[src/rtl/matrix_input_parser.sv]
// ASCII matrix parser: "M N e0 e1 ...\n" from a UART byte stream becomes dimension,
// element-write and frame-done strobes. A short line is zero-padded to M*N elements.
module matrix_input_parser #(
    parameter int unsigned MAX_DIM = 5,
    parameter int unsigned ELEM_W  = 8
) (
    input  logic              clk,
    input  logic              rst_n,
    input  logic              parse_en,
    input  logic [7:0]        rx_data,
    input  logic              rx_valid,
    output logic              rx_ready,
    output logic              dim_valid,
    output logic [2:0]        dim_m,
    output logic [2:0]        dim_n,
    output logic              elem_we,
    output logic [4:0]        elem_addr,
    output logic [ELEM_W-1:0] elem_data,
    output logic              frame_done,
    output logic              err,
    output logic [1:0]        err_code,
    output logic              busy
);

    typedef enum logic [2:0] {StIdle, StGetM, StGetN, StGetElem, StPad, StFlush} state_e;

    state_e            state_q, state_d;
    logic [8:0]        acc_q, acc_d;
    logic              tok_q, tok_d, neg_q, neg_d, dig_q, dig_d;
    logic [2:0]        m_q, m_d, dim_m_q, dim_m_d, dim_n_q, dim_n_d;
    logic [5:0]        cnt_q, cnt_d;
    logic              dim_valid_q, dim_valid_d, elem_we_q, elem_we_d;
    logic              frame_done_q, frame_done_d, err_q, err_d;
    logic [4:0]        elem_addr_q, elem_addr_d;
    logic [ELEM_W-1:0] elem_data_q, elem_data_d;
    logic [1:0]        err_code_q, err_code_d;

    logic        fire, is_digit, is_minus, is_sep, is_lf;
    logic [3:0]  digit;
    logic [12:0] acc_mul;
    logic [8:0]  acc_sat;
    logic [7:0]  val8;
    logic [5:0]  total;
    logic        dim_ok, elem_ok;

    assign rx_ready = (state_q != StPad);
    assign busy     = (state_q != StIdle);
    assign fire     = rx_valid & rx_ready & parse_en;

    assign is_digit = (rx_data >= 8'h30) && (rx_data <= 8'h39);
    assign is_minus = (rx_data == 8'h2D);
    assign is_sep   = (rx_data == 8'h20) || (rx_data == 8'h0D);
    assign is_lf    = (rx_data == 8'h0A);
    assign digit    = rx_data[3:0];

    // Magnitude saturates at 256 so any oversize token stays out of range.
    assign acc_mul = 13'(acc_q) * 13'd10 + 13'(digit);
    assign acc_sat = (acc_mul > 13'd256) ? 9'd256 : acc_mul[8:0];

    assign dim_ok  = !neg_q && (acc_q != 9'd0) && (acc_q <= 9'(MAX_DIM));
    assign elem_ok = neg_q ? (acc_q <= 9'd128) : (acc_q <= 9'd127);
    assign val8    = neg_q ? (8'd0 - acc_q[7:0]) : acc_q[7:0];
    assign total   = 6'(dim_m_q) * 6'(dim_n_q);

    always_comb begin
        state_d      = state_q;
        acc_d        = acc_q;
        tok_d        = tok_q;
        neg_d        = neg_q;
        dig_d        = dig_q;
        m_d          = m_q;
        dim_m_d      = dim_m_q;
        dim_n_d      = dim_n_q;
        cnt_d        = cnt_q;
        dim_valid_d  = 1'b0;
        elem_we_d    = 1'b0;
        frame_done_d = 1'b0;
        err_d        = 1'b0;
        elem_addr_d  = elem_addr_q;
        elem_data_d  = elem_data_q;
        err_code_d   = err_code_q;

        if (!parse_en) begin
            state_d = StIdle;
            cnt_d   = '0;
        end else if (state_q == StPad) begin
            if (cnt_q < total) begin
                elem_we_d   = 1'b1;
                elem_addr_d = cnt_q[4:0];
                elem_data_d = '0;
                cnt_d       = cnt_q + 6'd1;
            end else begin
                frame_done_d = 1'b1;
                state_d      = StIdle;
            end
        end else if (fire) begin
            unique case (state_q)
                StIdle: begin
                    if (is_digit) begin
                        state_d = StGetM;
                        acc_d   = 9'(digit);
                        tok_d   = 1'b1;
                        dig_d   = 1'b1;
                    end else if (!(is_sep || is_lf)) begin
                        err_d      = 1'b1;
                        err_code_d = is_minus ? 2'd1 : 2'd0;
                        state_d    = StFlush;
                    end
                end
                StGetM: begin
                    if (is_digit) begin
                        acc_d = acc_sat;
                    end else if (is_sep && dim_ok) begin
                        m_d     = acc_q[2:0];
                        state_d = StGetN;
                        acc_d   = '0;
                        tok_d   = 1'b0;
                        dig_d   = 1'b0;
                    end else if (is_sep || is_lf) begin
                        err_d      = 1'b1;
                        err_code_d = dim_ok ? 2'd0 : 2'd1;
                        state_d    = is_lf ? StIdle : StFlush;
                    end else begin
                        err_d      = 1'b1;
                        err_code_d = 2'd0;
                        state_d    = StFlush;
                    end
                end
                StGetN, StGetElem: begin
                    if (is_digit) begin
                        acc_d = tok_q ? acc_sat : 9'(digit);
                        tok_d = 1'b1;
                        dig_d = 1'b1;
                    end else if (is_minus) begin
                        if (tok_q) begin
                            err_d      = 1'b1;
                            err_code_d = 2'd0;
                            state_d    = StFlush;
                        end else begin
                            tok_d = 1'b1;
                            neg_d = 1'b1;
                            acc_d = '0;
                        end
                    end else if (is_sep || is_lf) begin
                        acc_d = '0;
                        tok_d = 1'b0;
                        neg_d = 1'b0;
                        dig_d = 1'b0;
                        if (!tok_q) begin
                            // Empty token: only LF has an effect.
                            if (is_lf && state_q == StGetN) begin
                                err_d      = 1'b1;
                                err_code_d = 2'd0;
                                state_d    = StIdle;
                            end else if (is_lf) begin
                                if (cnt_q == total) begin
                                    frame_done_d = 1'b1;
                                    state_d      = StIdle;
                                end else begin
                                    state_d = StPad;
                                end
                            end
                        end else if (!dig_q) begin
                            err_d      = 1'b1;
                            err_code_d = 2'd0;
                            state_d    = is_lf ? StIdle : StFlush;
                        end else if (state_q == StGetN) begin
                            if (!dim_ok) begin
                                err_d      = 1'b1;
                                err_code_d = 2'd1;
                                state_d    = is_lf ? StIdle : StFlush;
                            end else begin
                                dim_valid_d = 1'b1;
                                dim_m_d     = m_q;
                                dim_n_d     = acc_q[2:0];
                                cnt_d       = '0;
                                state_d     = is_lf ? StPad : StGetElem;
                            end
                        end else if (!elem_ok || cnt_q == total) begin
                            err_d      = 1'b1;
                            err_code_d = elem_ok ? 2'd3 : 2'd2;
                            state_d    = is_lf ? StIdle : StFlush;
                        end else begin
                            elem_we_d   = 1'b1;
                            elem_addr_d = cnt_q[4:0];
                            elem_data_d = ELEM_W'($signed(val8));
                            cnt_d       = cnt_q + 6'd1;
                            state_d     = is_lf ? StPad : StGetElem;
                        end
                    end else begin
                        err_d      = 1'b1;
                        err_code_d = 2'd0;
                        state_d    = StFlush;
                    end
                end
                StFlush: begin
                    if (is_lf) state_d = StIdle;
                end
                default: ;
            endcase
        end

        if (state_d == StIdle || state_d == StFlush) begin
            acc_d = '0;
            tok_d = 1'b0;
            neg_d = 1'b0;
            dig_d = 1'b0;
        end
    end

    always_ff @(posedge clk or negedge rst_n) begin
        if (!rst_n) begin
            state_q      <= StIdle;
            acc_q        <= '0;
            tok_q        <= 1'b0;
            neg_q        <= 1'b0;
            dig_q        <= 1'b0;
            m_q          <= '0;
            dim_m_q      <= '0;
            dim_n_q      <= '0;
            cnt_q        <= '0;
            dim_valid_q  <= 1'b0;
            elem_we_q    <= 1'b0;
            frame_done_q <= 1'b0;
            err_q        <= 1'b0;
            elem_addr_q  <= '0;
            elem_data_q  <= '0;
            err_code_q   <= '0;
        end else begin
            state_q      <= state_d;
            acc_q        <= acc_d;
            tok_q        <= tok_d;
            neg_q        <= neg_d;
            dig_q        <= dig_d;
            m_q          <= m_d;
            dim_m_q      <= dim_m_d;
            dim_n_q      <= dim_n_d;
            cnt_q        <= cnt_d;
            dim_valid_q  <= dim_valid_d;
            elem_we_q    <= elem_we_d;
            frame_done_q <= frame_done_d;
            err_q        <= err_d;
            elem_addr_q  <= elem_addr_d;
            elem_data_q  <= elem_data_d;
            err_code_q   <= err_code_d;
        end
    end

    assign dim_valid  = dim_valid_q;
    assign dim_m      = dim_m_q;
    assign dim_n      = dim_n_q;
    assign elem_we    = elem_we_q;
    assign elem_addr  = elem_addr_q;
    assign elem_data  = elem_data_q;
    assign frame_done = frame_done_q;
    assign err        = err_q;
    assign err_code   = err_code_q;

endmodule

[config.mk]
export PLATFORM = sky130hd
export DESIGN_NAME = matrix_input_parser
export DESIGN_NICKNAME = d
export VERILOG_FILES = /design/src/rtl/matrix_input_parser.sv
export SDC_FILE = /design/constraint.sdc
export NUM_CORES = 1
export LEC_CHECK = 0
export ABC_CLOCK_PERIOD_IN_PS = 10200
export BUFFER_PORTS_ARGS = -buffer_cell sky130_fd_sc_hd__buf_2
export CORE_ASPECT_RATIO = 1.4
export CORE_MARGIN = 3
export CORE_UTILIZATION = 50
export CTS_CLUSTER_DIAMETER = 200
export DETAILED_ROUTE_END_ITERATION = 7
export PLACE_DENSITY = 0.81
export SETUP_SLACK_MARGIN = 0.3
export SYNTH_ARGS = -nofsm -noshare
export SYNTH_HDL_FRONTEND = slang
export SYNTH_SLANG_ARGS = --single-unit
[constraint.sdc]
create_clock -name clk -period 10.2 [get_ports clk]
set_input_delay 0 -clock clk [delete_from_list [all_inputs] [get_ports clk]]
set_output_delay 0 -clock clk [all_outputs]
set_load 0.005 [all_outputs]
=== Word level (Yosys, flattened, before mapping) ===
Index checks and enable logic that the tools add are counted.
Widths: inputs -> output; s select.

* Bits in registers: 49
* Input port bits: 12
* Word-level logic and storage cells: 290

* Add/sub/neg operators: 3
* Multiply operators: 2
* $lt $le $gt $ge: 7
* Eq/ne operators: 47
* Muxes and demuxes: 174
* Bitwise operators: 5
* Reductions and logical operators: 36

{| class="wikitable"
|+ Operators by type and width
! operator !! count
|-
| $mux 9 || 13
|-
| $mux 8 || 12
|-
| $mux 1 || 81
|-
| $mux 6 || 13
|-
| $mux 3 || 24
|-
| $mux 5 || 11
|-
| $mux 2 || 14
|-
| $pmux 9 s3 || 1
|-
| $ne 4x4->1 const B || 6
|-
| $reduce_and 11->1 || 2
|-
| $eq 8x4->1 const B || 2
|-
| $eq 8x6->1 const B || 2
|-
| $reduce_and 8->1 || 2
|-
| $reduce_bool 2->1 || 8
|-
| $ne 3x1->1 const B || 5
|-
| $ne 3x3->1 const B || 5
|-
| $ne 2x2->1 const B || 7
|-
| $ne 7x7->1 const B || 2
|-
| $add 13x4->13 || 1
|-
| $gt 13x9->1 const B || 1
|-
| $reduce_and 13->1 || 1
|-
| $mul 9x3->12 const B || 1
|-
| $ne 3x2->1 const B || 4
|-
| $pmux 3 s4 || 1
|-
| other kinds (31) || 55
|}

=== Longest topological paths before layout ===
Gate-level depths: netlist of run 1.

* Depth after elaboration: 19
* Depth in mapped cells: 20
* Mapped depth without buffers: 19

=== Worst setup path before layout of run 1 ===
Ideal clock, no wire load.

* Kind: register -> register
* From: register dim_m_q[0], in the netlist dim_m[0]
* To: register neg_q
* Arrival: 3.917 ns
* Required time: 10.114 ns
* Path slack: 6.197 ns
* Stages on the path, launching flop included: 21
* Buffers on the path: 1
* Cells stage by stage: dfrtp_1 nand2_1 fa_1 inv_1 ha_1 inv_1 fa_1 xor2_1 ha_1 nand4_1 nor2_1 nor2_1 ha_1 mux2i_1 nor2_1 o41ai_2 a31oi_1 nor3_1 and4bb_1 buf_2 nor3_1

* Word-level cells in the longest chain between the ends: 18
* Elaborated cells between the ends (all ways): 31
* Classes of those cells: mul: 1; order compare: 1; eq/ne: 5; mux: 16; reduce/logical: 8

{| class="wikitable"
|+ RTL lines
! item !! RTL line !! text
|-
| start: declaration || 30 || <nowiki>logic [2:0] m_q, m_d, dim_m_q, dim_m_d, dim_n_q, dim_n_d;</nowiki>
|-
| start signal: assignment || 236 || <nowiki>dim_m_q <= dim_m_d;</nowiki>
|-
| $mul 3x3->6 (*) || 63 || <nowiki>assign total = 6'(dim_m_q) * 6'(dim_n_q);</nowiki>
|-
| $eq 6x6->1 || 156, 179 ||
|-
| $logic_or 1x1->1 || 179 || <nowiki>end else if (!elem_ok || cnt_q == total) begin</nowiki>
|-
| $mux 3 || 179 ||
|-
| $mux 3 || 167 || <nowiki>end else if (state_q == StGetN) begin</nowiki>
|-
| $mux 3 || 163 || <nowiki>end else if (!dig_q) begin</nowiki>
|-
| $mux 3 || 149 || <nowiki>if (!tok_q) begin</nowiki>
|-
| $mux 3 || 144 || <nowiki>end else if (is_sep || is_lf) begin</nowiki>
|-
| (+3 left out) || - ||
|-
| $mux 3 || 96 || <nowiki>end else if (fire) begin</nowiki>
|-
| $mux 3 (*) || 86 || <nowiki>end else if (state_q == StPad) begin</nowiki>
|-
| $mux 3 (*) || 83 || <nowiki>if (!parse_en) begin</nowiki>
|-
| net state_d[2] || 27 || <nowiki>state_e state_q, state_d;</nowiki>
|-
| $eq 3x3->1 or $logic_not 3->1 (tied branches) || 203 || <nowiki>if (state_d == StIdle || state_d == StFlush) begin</nowiki>
|-
| $logic_or 1x1->1 (*) || 203 ||
|-
| $ne 3x2->1 (no line) (tied with other cells) || - ||
|-
| $reduce_and 7->1 (no line) || - ||
|-
| end signal: assignment || 233 || <nowiki>neg_q <= neg_d;</nowiki>
|-
| end: declaration || 29 || <nowiki>logic tok_q, tok_d, neg_q, neg_d, dig_q, dig_d;</nowiki>
|}

Mark *: on every way through the listed nets, which the timed path passes. The rest lies on a longest branch.
A chain may end at the register's enable or synchronous reset.

=== Final worst setup path of run 1 ===
* From: register dim_m_q[0], in the netlist dim_m[0]
* To: register acc_q[0]

* Word-level cells in the longest chain between the ends: 18
* Elaborated cells between the ends (all ways): 32
* Classes of those cells: mul: 1; order compare: 1; eq/ne: 7; mux: 16; reduce/logical: 7

{| class="wikitable"
|+ RTL lines
! item !! RTL line !! text
|-
| $mul 3x3->6 (*) || 63 ||
|-
| $eq 6x6->1 || 156, 179 ||
|-
| $logic_or 1x1->1 || 179 ||
|-
| $mux 3 || 179 ||
|-
| $mux 3 || 167 ||
|-
| $mux 3 || 163 ||
|-
| $mux 3 || 149 ||
|-
| $mux 3 || 144 ||
|-
| (+3 left out) || - ||
|-
| $mux 3 || 96 ||
|-
| $mux 3 (*) || 86 ||
|-
| $mux 3 (*) || 83 ||
|-
| net state_d[2] || 27 ||
|-
| $eq 3x3->1 or $logic_not 3->1 (tied branches) || 203 ||
|-
| $logic_or 1x1->1 (*) || 203 ||
|-
| $ne 5x5->1 (no line) (tied with other cells) || - ||
|-
| $reduce_and 8->1 (no line) || - ||
|-
| end signal: assignment || 214 || <nowiki>acc_q <= '0;</nowiki>
|-
| end signal: assignment || 231 || <nowiki>acc_q <= acc_d;</nowiki>
|-
| end: declaration || 28 || <nowiki>logic [8:0] acc_q, acc_d;</nowiki>
|}

Marked as above.

==> flow_metrics.py, run 1 <==
metrics = {
    "global_routing": {
        "grt_use_total_pct": 22.1,
        "grt_pass1_wl_mm": 16.1,
        "overflow": 0,
        "grt_max_degree": 50,
        "antenna_found_initial": 0,
        "grt_pass1_vias": 3500,
    },
    "outcome": {
        "status": "finished clean",
    },
    "pwr": {
        "leakage_uw": 0.00202,
        "vdd_drop_max_mv": 0.0613,
        "power.density_nw_per_um2": 95.0,
    },
    "floorplanning": {
        "start_util_pct": 52.7,
        "fp-row-count": 37,
        "core_area_sq_um": 7550,
        "die_area_sq_um": 9080,
        "die_w_um": 81.4,
        "io_pins": 39,
        "die_y_um": 112,
    },
    "layout": {
        "nFillCells": 697,
        "final_core_util_pct": 57.4,
        "diodes": 0,
        "nNetsFinal": 534,
        "multiInputGateArea_sq_um": 2560,
        "instances_no_fill": 582,
        "area_growth_pct": 8.90,
        "drive_gt1_share_pct": 16.1,
        "seqCellArea_sq_um": 1230,
    },
    "timing": {
        "clock-skew-final_ns": 0.0103,
        "setup_violations": 0,
        "finalSetupTns_ns": 0,
        "worstMarginPinSlew_ns": 1.08,
        "final-hold-violation-count": 0,
        "fin_crit_ns": 4.59,
        "fmax_mhz": 218,
        "final.period_utilization_pct": 45.0,
        "maxSlewHeadroom_pct": 28.0,
        "rsz0062_at_grt": "no",
        "setup_slack_ns": 5.61,
        "slew_viol_final": 0,
    },
    "clock_tree": {
        "clock_sinks": 49,
        "cts_tree": "yes",
        "cts_resized": 0,
        "root_buffer": "clkbuf_8",
        "htree_levels": 2,
        "cts_buffers": 5,
        "clkSlewWorstSetupHoldPaths_ns": 0.09,
        "clk_latency_ns": 0.32,
        "max-clock-path-buffers": 2,
    },
    "detailed_routing": {
        "dr_total_vias": 3541,
        "drcViolationCount": 0,
        "wl_per_cell_um": 16.3,
        "first_pass_iters": 5,
        "postRouteAntennaNets": 0,
        "drt-total-wl_mm": 9.50,
        "drt_iter0_drc": 173,
        "routed_via_density": 6.08,
    },
    "synth": {
        "synth_edf_count": 0,
        "syn_inst": 453,
        "syn_area_sq_um": 3980,
        "yosys-top-cells-area": "dfrtp_1 (31%), ha_1 (11%), nand2_1 (4.5%), o21ai_0 (4.1%), nor2_1 (3.0%)",
        "synthArstFlopShare_pct": 100,
        "synthDistinctLibCells": 76,
        "synthesis.nets": 503,
        "postSynthAreaPerCell_sq_um": 8.79,
        "ys.flop_type": "dfrtp_1",
        "synth_top_area_cell": "dfrtp_1",
        "ys_ff_latch": 49,
        "yosysWarnings": 0,
        "synth_top_area_share_pct": 30.8,
        "yosysSeqAreaShare_pct": 30.8,
    },
    "worst_setup_path": {
        "cp_max_fo": 12,
        "r2r-end": "acc_q[0]",
        "critPathRequiredTime_ns": 10.41,
        "cp_top_family": "adder cells",
        "crit_path_end_kind": "flip-flop",
        "cp_cell_sequence": "nand2_1 -> fa_1 -> inv_1 -> ha_1 -> inv_1 -> fa_1 -> ha_1 -> nand4_1 -> nor2_1 -> nor2_1 -> ha_1 -> mux2i_1 -> nor2_1 -> o41ai_2 -> a31oi_1 -> nor3_1 -> and4bb_1 -> a2111oi_1",
        "r2r_setup_slack_ns": 5.61,
        "r2r-start": "dim_m[0]",
        "worstSetupStartpointType": "flip-flop",
        "arrival_ns": 4.80,
        "r2r_cells": 18,
        "worst-path-buf-inv": 2,
        "crit_type": "flip-flop to flip-flop",
        "cp_slowest_cell": "fa_1",
        "slowest_delay_ns": 0.55,
    },
    "hold_path": {
        "holdPathEnd": "frame_done",
        "min_path_cells": 2,
        "hold_path.class": "input pin to flip-flop",
        "hold_start": "parse_en",
    },
    "place": {
        "gp_congestion": 0.924,
        "place_ws_ns": 5.63,
        "hpwl_mm": 7.26,
        "placed_cells": 572,
        "io_buffers": 38,
    },
    "job": {
        "max-cap-violations": 0,
    },
}
layer usage:
| metal | part of all wire, % | global-route usage (%) |
|---|---|---|
| met1 | 41 | 27.4 |
| met2 | 51 | 36.9 |
| met3 | 5.0 | 2.75 |
| met4 | 3.3 | 11.0 |
| met5 | 0 | 0 |
registers in the layout (all words and copies together) (netlist names), 2 cells and up:
signal / cells
state_q: 3
elem_data: 8
err_code: 2
acc_q: 9
cnt_q: 6
m_q: 3
dim_n: 3
elem_addr: 5
dim_m: 3
timing repair:
| item | in CTS | in global routing |
|---|---|---|
| endpoints found under the hold margin | 50 | 0 |
| buffers inserted | 0 | 0 |
| hold buffers | 2 | 0 |
cells in the mapped netlist, types with 3 or more instances:
| master | number |
|---|---|
| o21ai_0 | 33 |
| nor2_1 | 32 |
| mux2_2 | 8 |
| o211a_1 | 5 |
| dfrtp_1 | 49 |
| nor4_1 | 6 |
| or4_1 | 3 |
| fa_1 | 4 |
| o31ai_1 | 3 |
| nand2b_1 | 9 |
| and3_1 | 3 |
| a21o_1 | 6 |
| a211oi_1 | 4 |
| and2_1 | 8 |
| mux2i_1 | 5 |
| nand4_1 | 6 |
| nand3_1 | 18 |
| nor2b_1 | 5 |
| nor3_1 | 10 |
| nand2_1 | 48 |
| mux2_4 | 3 |
| a31oi_1 | 3 |
| xnor2_1 | 11 |
| nor3b_2 | 3 |
| ha_1 | 34 |
| a21oi_1 | 23 |
| xor2_1 | 3 |
| inv_1 | 30 |
| clkbuf_1 | 12 |
cell families (layout without fill, tap and decap cells):
family | count (synthesis) | after routing | synth area share [%]
simple gates | 172 | 172 | 23.2
compound gates | 116 | 116 | 20.6
flops | 49 | 49 | 30.8
buf+inv | 48 | 80 | 4.97
fa+ha+maj | 38 | 38 | 12.7
mux | 16 | 16 | 4.65
xor+xnor | 14 | 14 | 3.08
power by group:
group | internal [uW] | switching, uW
Clock | 56.4 | 70.5
Combinational | 27.7 | 46.4
Sequential | 201 | 9.43
Total | 285 | 126
stage by stage:
step	instance area (sq um)	power, uW	hold slack, ns
finish	4330	412	0.0533
global route	4330	431	0.0561
CTS	4330	416	0.0345
detailed placement	4210	288	0.261
global placement	4210	285	0.234
floorplan	3980	259	-0.296
cell type report:
type,count,area share (%)
Clock buffer,6,1.91
Clock inverter,2,0.404
Inverter,32,2.77
Multi-Input combinational cell,356,59.0
Sequential cell,49,28.3
Tap cell,97,2.80
Timing Repair Buffer,40,4.85
worst max path at each step:
stage                  start       end  slack (ns)  depth (start not counted)
floorplan           dim_m[0]     neg_q        6.20                         20
global placement    dim_n[2]  acc_q[0]        5.84                         18
detailed placement  dim_n[2]  acc_q[0]        5.63                         19
CTS                 dim_m[0]  acc_q[0]        5.63                         19
global route        dim_m[0]  acc_q[0]        5.28                         19
finish              dim_m[0]  acc_q[0]        5.61                         18
placed cells by master, fill, tap and decap left out, types with 3 or more instances in the layout:
master and instances:
and2_1 8, inv_1 30, nand2_1 48, a211oi_1 4, fa_1 4, xnor2_1 11, a21oi_1 23, and3_1 3
nand4_1 6, a21o_1 6, mux2_2 8, xor2_1 3, dfrtp_1 49, clkbuf_8 6, nor2_1 32, mux2_4 3
nor3_1 10, nand2b_1 9, or4_1 3, nor4_1 6, nor3b_2 3, ha_1 34, a31oi_1 3, mux2i_1 5
o21ai_0 33, nand3_1 18, nor2b_1 5, buf_2 38, o211a_1 5, o31ai_1 3
(Power assumes the default switching activity.)
==> run 2, diff against run 1 <==
Settings changed: ABC_AREA set to 1, ABC_CLOCK_PERIOD_IN_PS 10200 to 4300.
Clock period 10.2 ns to 4.3 ns, I/O delays scaled along.
==> run 2 against run 1 <==
Net effect: clock-buffer cell count fell by 1; final cell count rose by 38%; first-iteration DRC count rose by 110%; power grew to 3.0 times the previous value; synthesized cell count rose by 44%; sequential share of layout area decreased by 3.7 points; global-route usage is 2.3 points higher; sequential power up 140%; fmax grew 19%; worst hold slack gained 0.0091 ns; critical path type unchanged; largest cell class unchanged.
==> flow_metrics.py, run 2 <==
metrics = {
    "outcome": {
        "status": "finished clean",
    },
    "global_routing": {
        "overflow": 0,
        "grt_max_degree": 50,
        "grt_use_total_pct": 24.4,
        "antenna_found_initial": 0,
        "gr-usage-met1_pct": 27.8,
        "busiest_layer": "met2",
        "grt_pass1_wl_mm": 19.6,
        "use_met2_pct": 44.6,
        "grt_pass1_vias": 4295,
        "grtUsageMet3_pct": 3.39,
    },
    "detailed_routing": {
        "drt-total-wl_mm": 11.9,
        "drt_iter0_drc": 361,
        "drcViolationCount": 0,
        "dr_total_vias": 4468,
        "first_pass_iters": 5,
        "wl_per_cell_um": 14.7,
        "routed_via_density": 5.54,
        "postRouteAntennaNets": 0,
    },
    "place": {
        "hpwl_mm": 9.12,
        "place_ws_ns": 0.255,
        "io_buffers": 38,
        "place_area_sq_um": 4630,
        "placed_cells": 786,
        "gp_congestion": 0.967,
    },
    "synth": {
        "syn_inst": 653,
        "yosysSeqAreaShare_pct": 28.2,
        "ys.flop_type": "dfrtp_1",
        "postSynthAreaPerCell_sq_um": 6.67,
        "synthesis.nets": 703,
        "yosys-top-cells-area": "dfrtp_1 (28%), nand2_1 (16%), ha_1 (9.8%), inv_1 (6.3%), nand3_1 (5.6%)",
        "yosysWarnings": 0,
        "synth_most_common_cell": "nand2_1",
        "synth_edf_count": 0,
        "synth_top_area_cell": "dfrtp_1",
        "syn_area_sq_um": 4350,
        "synthArstFlopShare_pct": 100,
        "synthTopCellsByCount": "nand2_1 (190), inv_1 (73), nor2_1 (55)",
        "synthDistinctLibCells": 42,
        "ys_ff_latch": 49,
        "synth_top_area_share_pct": 28.2,
    },
    "layout": {
        "drive_gt1_share_pct": 18.8,
        "area_growth_pct": 14.5,
        "final_cell_mix": "nand2_1 (183), inv_1 (71), nor2_1 (55)",
        "nNetsFinal": 753,
        "diodes": 0,
        "instances_no_fill": 806,
        "final_cell_area_sq_um": 4990,
        "max_flop_register": "acc_q",
        "largest_reg_flops": 9,
        "final_common_cell": "nand2_1",
    },
    "timing": {
        "slew_viol_final": 0,
        "setup_slack_ns": 0.453,
        "final-hold-violation-count": 0,
        "setup_violations": 0,
        "worstMarginPinSlew_ns": 1.07,
        "clock-skew-final_ns": 0.00691,
        "finalSetupTns_ns": 0,
        "maxSlewHeadroom_pct": 28.5,
        "rsz0062_at_grt": "yes",
        "fin_crit_ns": 3.85,
        "final.period_utilization_pct": 89.5,
        "fmax_mhz": 260,
    },
    "job": {
        "max-cap-violations": 0,
    },
    "floorplanning": {
        "io_pins": 39,
        "core_area_sq_um": 8300,
        "die_area_sq_um": 9880,
        "start_util_pct": 52.5,
        "die_y_um": 116,
        "fp-row-count": 39,
        "die_w_um": 84.9,
    },
    "pwr": {
        "leakage_uw": 0.00278,
        "power.density_nw_per_um2": 247,
        "vdd_drop_max_mv": 0.257,
        "report.power.total_uw": 1230,
    },
    "worst_setup_path": {
        "crit_path_end_kind": "flip-flop",
        "arrival_ns": 4.03,
        "r2r-start": "dim_n[2]",
        "startpoint": "dim_n[2]",
        "cp_max_fo": 5,
        "crit_type": "flip-flop to flip-flop",
        "r2r_setup_slack_ns": 0.45,
        "r2r_cells": 27,
        "r2r-end": "acc_q[4]",
        "worstSetupStartpointType": "flip-flop",
        "critPathRequiredTime_ns": 4.48,
    },
    "hold_path": {
        "hold_start": "parse_en",
        "holdPathEnd": "cnt_q[1]",
        "hold_path.class": "input pin to flip-flop",
        "min_path_cells": 3,
    },
    "clock_tree": {
        "root_buffer": "clkbuf_16",
        "clk_latency_ns": 0.30,
        "cts_tree": "yes",
        "clkSlewWorstSetupHoldPaths_ns": 0.07,
        "cts_buffers": 5,
        "htree_levels": 2,
        "max-clock-path-buffers": 2,
        "clock_sinks": 49,
    },
}
[run 2: per-stage QoR]
step                      hold slack, ns  util [%]
final                             0.0624      60.1
after global routing              0.0830      60.1
after CTS                         0.0607      57.8
after detailed placement           0.253      55.8
after global placement             0.237      55.8
after floorplan                   -0.296         -
[run 2: worst max-delay path: stages, from the launching register on]
cell,delay (ns)
dfrtp_1,0.41
nand2_2,0.08
fa_1,0.47
inv_1,0.07
ha_2,0.16
inv_2,0.04
fa_2,0.39
xor2_2,0.15
ha_1,0.29
nand2_2,0.09
nor3_4,0.19
nor2_4,0.07
ha_4,0.26
inv_2,0.03
nand2_1,0.05
nand2_1,0.05
o21ai_1,0.13
nor2_1,0.06
nand2_1,0.06
nand2_1,0.05
nand2_1,0.08
nand2_2,0.09
inv_2,0.09
nand2_4,0.08
nand3_4,0.13
inv_4,0.06
nand2_1,0.05
o21ai_1,0.06
[run 2: area by class of cell]
| type | instances | area (sq um) |
|---|---|---|
| flip-flops and latches | 49 | 1230 |
| clock inverters | 3 | 21.3 |
| fillers | 804 | 3310 |
| multi-input cells | 500 | 2830 |
| clock buffers | 5 | 125 |
| well taps | 102 | 128 |
| repair buffers | 49 | 275 |
| inverters | 98 | 377 |
[run 2: cell families after synthesis]
group           count (synthesis)  synth area share [%]
compound gates                100                  12.4
xor+xnor                       11                  2.21
fa+ha+maj                      38                  11.6
buf+inv                       105                  9.43
flops                          49                  28.2
mux                             3                 0.776
simple gates                  347                  35.4
[run 2: routing by layer]
| layer | share of wire, % | up-vias | wire [um] |
|---|---|---|---|
| met4 | 4.4 | 0 | 521 |
| met5 | 0 | - | 0 |
| met2 | 53 | 136 | 6250 |
| met1 | 38 | 2064 | 4540 |
| met3 | 4.7 | 48 | 552 |
| li1 | - | 2220 | - |
[run 2: where the power goes]
part,switching (uW),internal [uW]
clock network,183,217
registers,27.3,487
logic,211,104
[run 2: what timing repair did]
| item | 4_1_cts | 5_1_grt |
|---|---|---|
| pin swaps | 0 | 17 |
| hold buffers | 1 | 0 |
| setup buffers | 0 | 10 |
| endpoints found under the hold margin | 49 | 0 |
| cloned | 0 | 1 |
| setup endpoints to repair | 10 | 23 |
| resized for setup | 1 | 27 |
[run 2: worst max-delay path by stage]
stage / slack, ns / cells past startpoint / endpoint
detailed placement: 0.25 / 25 / acc_q[8]
global route: 0.18 / 27 / acc_q[3]
global placement: 0.35 / 25 / acc_q[7]
CTS: 0.31 / 25 / acc_q[8]
floorplan: 0.62 / 25 / acc_q[4]
finish: 0.45 / 27 / acc_q[4]
